File: config.mk
export PLATFORM = sky130hd
export DESIGN_NAME = ram_access_arbiter
export DESIGN_NICKNAME = d
export VERILOG_FILES = /design/src/rtl/ram_access_arbiter.sv
export SDC_FILE = /design/constraint.sdc
export NUM_CORES = 1
export LEC_CHECK = 0
export BUFFER_PORTS_ARGS = -buffer_cell sky130_fd_sc_hd__buf_4
export CAP_MARGIN = 25
export CORE_MARGIN = 5
export CORE_UTILIZATION = 49
export CTS_CLUSTER_SIZE = 8
export DETAILED_ROUTE_END_ITERATION = 8
export GPL_TIMING_DRIVEN = 0
export PLACE_DENSITY = 0.85
export SYNTH_ARGS = -nofsm -noshare
export SYNTH_HDL_FRONTEND = slang
export SYNTH_SLANG_ARGS = --single-unit
File: constraint.sdc
create_clock -name clk -period 1.75 [get_ports clk]
set_input_delay 0.0875 -clock clk [delete_from_list [all_inputs] [get_ports clk]]
set_output_delay 0.0875 -clock clk [all_outputs]
set_load 0.005 [all_outputs]
File: src/rtl/ram_access_arbiter.sv
`default_nettype none
// ============================================================================
// Module   : ram_access_arbiter
// Purpose  : Round-robin arbiter for two requesters in front of a single-port
//            SPI RAM; expands each word transaction into the two-phase command.
// Revision : 1.0
// ============================================================================
module ram_access_arbiter #(
    parameter int MEM_WIDTH = 8,
    parameter int ADDR_SIZE = 8,
    parameter int TIMEOUT   = 4
) (
    input  logic                   clk,
    input  logic                   rst,
    input  logic [1:0]             req,
    input  logic [1:0]             we,
    input  logic [2*ADDR_SIZE-1:0] addr,
    input  logic [2*MEM_WIDTH-1:0] wdata,
    output logic [1:0]             ack,
    output logic                   err,
    output logic [MEM_WIDTH-1:0]   rdata,
    output logic                   busy,
    output logic [MEM_WIDTH+1:0]   rx_data,
    output logic                   rx_valid,
    input  logic [MEM_WIDTH-1:0]   dout,
    input  logic                   tx_valid
);

    localparam int CW = $clog2(TIMEOUT + 1);

    localparam logic [2:0] C_IDLE    = 3'd0;
    localparam logic [2:0] C_ADDR    = 3'd1;
    localparam logic [2:0] C_DATA    = 3'd2;
    localparam logic [2:0] C_WAIT_RD = 3'd3;
    localparam logic [2:0] C_DONE    = 3'd4;

    localparam logic [1:0] C_WR_ADDR = 2'b00;
    localparam logic [1:0] C_WR_DATA = 2'b01;
    localparam logic [1:0] C_RD_ADDR = 2'b10;
    localparam logic [1:0] C_RD_DATA = 2'b11;

    localparam logic [CW-1:0] C_CNT_LAST = CW'(TIMEOUT - 1);

    logic [2:0]           r_state;
    logic                 r_ptr;
    logic                 r_gnt;
    logic                 r_we;
    logic [MEM_WIDTH-1:0] r_wdata;
    logic [CW-1:0]        r_cnt;

    logic                 w_gnt;
    logic                 w_we;
    logic [ADDR_SIZE-1:0] w_addr;
    logic [MEM_WIDTH-1:0] w_wdata;
    logic [MEM_WIDTH-1:0] w_addr_ext;

    // Contention goes to r_ptr, which always names the requester not served last.
    always_comb begin
        if (req == 2'b11) begin
            w_gnt = r_ptr;
        end else begin
            w_gnt = req[1];
        end
        w_we    = w_gnt ? we[1] : we[0];
        w_addr  = w_gnt ? addr[2*ADDR_SIZE-1:ADDR_SIZE] : addr[ADDR_SIZE-1:0];
        w_wdata = w_gnt ? wdata[2*MEM_WIDTH-1:MEM_WIDTH] : wdata[MEM_WIDTH-1:0];
        w_addr_ext = '0;
        w_addr_ext[ADDR_SIZE-1:0] = w_addr;
    end

    always_ff @(posedge clk or posedge rst) begin
        if (rst) begin
            r_state  <= C_IDLE;
            r_ptr    <= 1'b0;
            r_gnt    <= 1'b0;
            r_we     <= 1'b0;
            r_wdata  <= '0;
            r_cnt    <= '0;
            ack      <= 2'b00;
            err      <= 1'b0;
            rdata    <= '0;
            busy     <= 1'b0;
            rx_data  <= '0;
            rx_valid <= 1'b0;
        end else begin
            case (r_state)
                C_IDLE: begin
                    if (|req) begin
                        r_gnt    <= w_gnt;
                        r_ptr    <= ~w_gnt;
                        r_we     <= w_we;
                        r_wdata  <= w_wdata;
                        rx_data  <= {(w_we ? C_WR_ADDR : C_RD_ADDR), w_addr_ext};
                        rx_valid <= 1'b1;
                        busy     <= 1'b1;
                        r_state  <= C_ADDR;
                    end
                end
                C_ADDR: begin
                    rx_data <= {(r_we ? C_WR_DATA : C_RD_DATA),
                                (r_we ? r_wdata : {MEM_WIDTH{1'b0}})};
                    r_state <= C_DATA;
                end
                C_DATA: begin
                    rx_valid <= 1'b0;
                    rx_data  <= '0;
                    if (r_we) begin
                        ack     <= r_gnt ? 2'b10 : 2'b01;
                        err     <= 1'b0;
                        r_state <= C_DONE;
                    end else begin
                        r_cnt   <= '0;
                        r_state <= C_WAIT_RD;
                    end
                end
                C_WAIT_RD: begin
                    if (tx_valid) begin
                        rdata   <= dout;
                        ack     <= r_gnt ? 2'b10 : 2'b01;
                        err     <= 1'b0;
                        r_state <= C_DONE;
                    end else if (r_cnt == C_CNT_LAST) begin
                        rdata   <= '0;
                        ack     <= r_gnt ? 2'b10 : 2'b01;
                        err     <= 1'b1;
                        r_state <= C_DONE;
                    end else begin
                        r_cnt <= r_cnt + CW'(1);
                    end
                end
                C_DONE: begin
                    ack     <= 2'b00;
                    err     <= 1'b0;
                    busy    <= 1'b0;
                    r_state <= C_IDLE;
                end
                default: begin
                    ack      <= 2'b00;
                    err      <= 1'b0;
                    busy     <= 1'b0;
                    rx_valid <= 1'b0;
                    rx_data  <= '0;
                    r_state  <= C_IDLE;
                end
            endcase
        end
    end

endmodule
`default_nettype wire

# Word-level counts from Yosys, hierarchy flattened
# Index checks and enable logic that the tools add are counted.
dict set report word_totals {
  regBits 40
  latchBits 0
  ramBits 0
  romBits 0
  wordCells 78
  n_memories 0
}
dict set report classes {
  addsub 1
  mul 0
  n_div 0
  magnitude_cmp 0
  n_eq_ne 12
  shift 0
  muxes 32
  bitwise 5
  reduce_logical 16
}
# operator n
set op_table {}
lappend op_table {{$mux W8} 5}
lappend op_table {{$pmux W10 S3} 1}
lappend op_table {{$mux W3} 7}
lappend op_table {{$mux W2} 6}
lappend op_table {{$pmux W3 S4} 1}
lappend op_table {{$reduce_and A2 Y1} 6}
lappend op_table {{$mux W10} 1}
lappend op_table {{$ne A2 B2 Y1 const B} 5}
lappend op_table {{$eq A3 B2 Y1 const B} 3}
lappend op_table {{$mux W1} 6}
lappend op_table {{$pmux W2 S3} 1}
lappend op_table {{$pmux W3 S2} 1}
lappend op_table {{$reduce_or A2 Y1} 3}
lappend op_table {{$reduce_or A3 Y1} 2}
lappend op_table {{$not A1 Y1} 5}
lappend op_table {{$pmux W1 S2} 2}
lappend op_table {{$reduce_and A4 Y1} 1}
lappend op_table {{$reduce_bool A2 Y1} 2}
lappend op_table {{$add A3 B1 Y3 const B} 1}
lappend op_table {{$eq A3 B1 Y1 const B} 1}
lappend op_table {{$eq A3 B3 Y1 const B} 1}
lappend op_table {{$logic_not A3 Y1} 1}
lappend op_table {{$ne A3 B3 Y1 const B} 1}
lappend op_table {{$pmux W1 S3} 1}
lappend op_table {{other kinds (2)} 2}

# Depth between registers and ports, before layout
dict set report logic_depth {
  word_depth 6
  ltp_mapped 6
  ltp_nobuf 6
}

# Least setup slack after synthesis
# Ideal clock, no wire load.
dict set report synth_path {
  kind {register -> register}
  startpoint {register r_state[2]}
  endpoint {register r_wdata[7]}
  arrival_time_ps 1434
  setup_slack_ps 194
  path_stages_with_launch 6
  path_cell_list {dfrtp_1 -> or4_1 -> buf_2 -> buf_2 -> a21oi_1 -> o2bb2ai_1}
}
dict set report synth_between {
  elab_chain_len 2
}
# element line_no
set synth_lines {}
lappend synth_lines {{start: declaration} 44} ;# logic [2:0] r_state;
lappend synth_lines {{start signal: assignment} 73} ;# r_state <= C_IDLE;
lappend synth_lines {{start signal: assignment} 96} ;# r_state <= C_ADDR;
lappend synth_lines {{start signal: assignment} 102} ;# r_state <= C_DATA;
lappend synth_lines {{$logic_not A3 Y1} 86} ;# case (r_state)
lappend synth_lines {{$reduce_and A2 Y1 (no line)} --}
lappend synth_lines {{end signal: assignment} 92} ;# r_wdata <= w_wdata;
lappend synth_lines {{end: declaration} 48} ;# logic [MEM_WIDTH-1:0] r_wdata;
# Every way passes these cells.
# A chain may end at the register's enable or synchronous reset.

# Worst setup path after layout
# Ends and elaborated chain as after synthesis.

==> impl_metrics.env <==
export IMPL_status="finished, final reports clean"
export IMPL_setup_worst_path_start="r_state[2]$_DFFE_PP0P_"
export IMPL_dpl_hpwl_um=3590
export IMPL_nets=307
export IMPL_drive_gt1_share_pct=35.9
export IMPL_wl_per_cell_um=16.2
export IMPL_criticalPathCategory="flop to flop"
export IMPL_drtAntennaViolNets=0
export IMPL_antenna_found_initial=0
export IMPL_fin_skew_ps=4.41
export IMPL_grt_max_degree=41
export IMPL_leakage_uw=0.00127
export IMPL_max_clock_freq_mhz=577
export IMPL_diodes=0
export IMPL_synth_fp_nets=226
export IMPL_synth_edf_count=0
export IMPL_dieArea_um2=5230
export IMPL_core_um2=3720
export IMPL_relSlewSlack_pct=44.6
export IMPL_final_min_clock_period_ps=1730
export IMPL_min_period_over_period_pct=99.0
export IMPL_path_cells="or4_1 > buf_6 > clkbuf_4 > a21oi_1 > o2bb2ai_1"
export IMPL_grt_pass1_wl_um=8040
export IMPL_rsz0062_at_grt="true"
export IMPL_cp_slowest_cell="or4_1"
export IMPL_drc_errors=0
export IMPL_clock_latency_ps=290
export IMPL_netlist_cell_type_count=35
export IMPL_synth_top_cell_area_share_pct=52.6
export IMPL_ios=70
export IMPL_ys_warn_count=0
export IMPL_drtIter0Drc=94
export IMPL_hold_viol_final=0
export IMPL_crit_cells=5
export IMPL_hold_class="primary input to flop"
export IMPL_cp_max_fo=10
export IMPL_yosys_area_top_type="dfrtp_1"
export IMPL_gp_congestion=0.836
export IMPL_reg2reg_depth=5
export IMPL_cts_buffers=5
export IMPL_nFillCells=293
export IMPL_syn_avg_cell_area_um2=10.7
export IMPL_synth_area_leaders="dfrtp_1, mux2i_1, a22o_1, o2bb2ai_1, nor2_1"
export IMPL_peakVddDrop_mv=0.926
export IMPL_worstMarginPinSlew_ps=830
export IMPL_path_clk_slew_ps=70
export IMPL_place_area_um2=2480
export IMPL_cts_tree="done"
export IMPL_grt_use_total_pct=19.9
export IMPL_h_tree_depth=2
export IMPL_syn_area_um2=1900
export IMPL_async_flop_share_pct=100
export IMPL_clock_root_buffer="clkbuf_8"
export IMPL_port_buffers=69
export IMPL_r2r_setup_slack_ps=20
export IMPL_cp_endpoint="r_wdata[7]$_DFFE_PP0P_"
export IMPL_slew_viol_final=0
export IMPL_first_pass_iters=4
export IMPL_power_density_nw_per_um2=1630
export IMPL_end_kind="flop"
export IMPL_viasPerCell=5.51
export IMPL_dominantRegCellSynth="dfrtp_1"
export IMPL_cp_arrival_ps=1910
export IMPL_drv_cap=0
export IMPL_crit_family="simple AND/OR/NAND/NOR gates"
export IMPL_yosys_register_bits=40
export IMPL_setup_viol=0
export IMPL_finalPower_uw=4360
export IMPL_slowest_delay_ps=570
export IMPL_post_cts_buffers=0
export IMPL_cts_sinks=40
export IMPL_start_kind="flop"
export IMPL_grt_pass1_vias=1752
export IMPL_overflow=0
export IMPL_cp_num_buf_inv=2
export IMPL_synth_seq_area_share_pct=52.6
export IMPL_fin_setup_tns_ps=0
export IMPL_r2r_end="r_wdata[7]$_DFFE_PP0P_"
export IMPL_vias=1691
export IMPL_start_util_pct=51.2
export IMPL_reg2reg_from="r_state[2]$_DFFE_PP0P_"
export IMPL_design_area_um2=2670
export IMPL_die_width_um=72.3
export IMPL_area_growth_syn_to_layout_pct=40.4
export IMPL_synthCells=177
export IMPL_rows=22
export IMPL_dieHeight_um=72.3
export IMPL_cp_required_ps=1930
export IMPL_wirelength_um=4960
export IMPL_cts_buffer_depth=2
how the worst min path moves through the flow:
stage               depth (start not counted)                endpoint  slack (ps)      start
global placement                            2  r_wdata[2]$_DFFE_PP0P_         300  wdata[10]
CTS                                         2  r_wdata[0]$_DFFE_PP0P_           2   wdata[8]
floorplan                                   1  r_wdata[0]$_DFFE_PP0P_         210   wdata[8]
detailed placement                          2    rdata[4]$_DFFE_PP0P_         300        rst
finish                                      2  r_wdata[3]$_DFFE_PP0P_           7  wdata[11]
global route                                2  r_wdata[5]$_DFFE_PP0P_           3  wdata[13]
final cells by class:
cell class | count | area (um2) | area share [%]
inverter | 5 | 18.8 | 0.703
timing repair buffer | 74 | 568 | 21.3
multi-input combinational | 122 | 878 | 32.9
clock buffer | 8 | 90.1 | 3.37
sequential | 40 | 1000 | 37.5
buffer | 10 | 52.6 | 1.97
tap | 48 | 60.1 | 2.25
cell families after synthesis:
kind of cell               after synthesis  share of synthesized area, %
AOI/OAI and AO/OA                       58                          23.0
buffers and inverters                   15                          3.29
adders and majority gates                2                          1.32
DFF                                     40                          52.6
and+or+nand+nor                         49                          12.7
muxes                                   13                          7.04
state kept, by name, summed over array words and instances, names as in the netlist:
signal / cells
r_wdata: 8
rdata: 8
ack: 2
rx_valid: 1
r_gnt: 1
rx_data: 10
r_state: 3
r_cnt: 3
busy: 1
r_we: 1
r_ptr: 1
err: 1
repair_timing:
action                                  CTS  global route
endpoints found under the setup margin    5            15
endpoints found under the hold margin    42             2
gates resized for setup                   3             9
hold buffers                              3             2
per-layer routing:
| layer | GRT usage, % | wire, um | vias to the layer above |
|---|---|---|---|
| met1 | 26.3 | 2130 | 797 |
| met5 | 0 | 0 | - |
| met2 | 31.2 | 2330 | 70 |
| met4 | 7.10 | 108 | 0 |
| met3 | 5.68 | 392 | 10 |
| li1 | - | - | 814 |
synthesized netlist by cell type (4+ instances only):
cell type,count
o21ai_0,4
a22o_1,9
nand2_1,11
a21oi_1,12
nand2b_1,4
inv_1,5
nor2_1,20
dfrtp_1,40
a22oi_1,8
buf_2,5
o2bb2ai_1,9
o221ai_1,7
mux2i_1,10
clkbuf_1,4
worst reg2reg max path, stage by stage, from the launching register on:
cell	delay, ps
dfrtp_2	460
or4_1	570
buf_6	180
clkbuf_4	190
a21oi_1	140
o2bb2ai_1	80
metrics by stage:
step	utilization, %	std cells	setup WS [ps]	hold WS [ps]
after detailed placement	66.7	294	-75.6	300
final	71.9	307	18.3	6.69
after CTS	70.4	305	18.6	1.76
after global routing	71.9	307	-49.6	2.85
after floorplan	-	177	194	212
after global placement	66.7	294	-52.0	296
power breakdown:
| part | internal, uW | total (uW) | leakage [uW] | switching (uW) |
|---|---|---|---|---|
| registers | 1350 | 1680 | 0.000492 | 327 |
| clock network | 321 | 627 | 0.0000455 | 305 |
| logic | 1040 | 2060 | 0.000734 | 1020 |
| total | 2710 | 4360 | 0.00127 | 1650 |
cells in the final DEF (no fill, tap or decap), types with 2 or more instances in the layout:
cell type / Yosys / layout
a21o_1: 2 / 2
a21oi_1: 12 / 11
a22o_1: 9 / 9
a22oi_1: 8 / 8
buf_1: 1 / 2
buf_2: 5 / 3
buf_4: 0 / 69
clkbuf_1: 4 / 5
clkbuf_8: 0 / 6
dfrtp_1: 40 / 39
dlygate4sd3_1: 0 / 5
ha_1: 2 / 2
inv_1: 5 / 4
mux2_2: 3 / 3
mux2i_1: 10 / 10
nand2_1: 11 / 10
nand2b_1: 4 / 4
nand3b_1: 2 / 2
nor2_1: 20 / 19
nor2_2: 1 / 2
nor2b_1: 3 / 3
nor3_1: 2 / 2
o21ai_0: 4 / 4
o221ai_1: 7 / 6
o2bb2ai_1: 9 / 9
No activity file was read; power rests on OpenSTA's default activity.
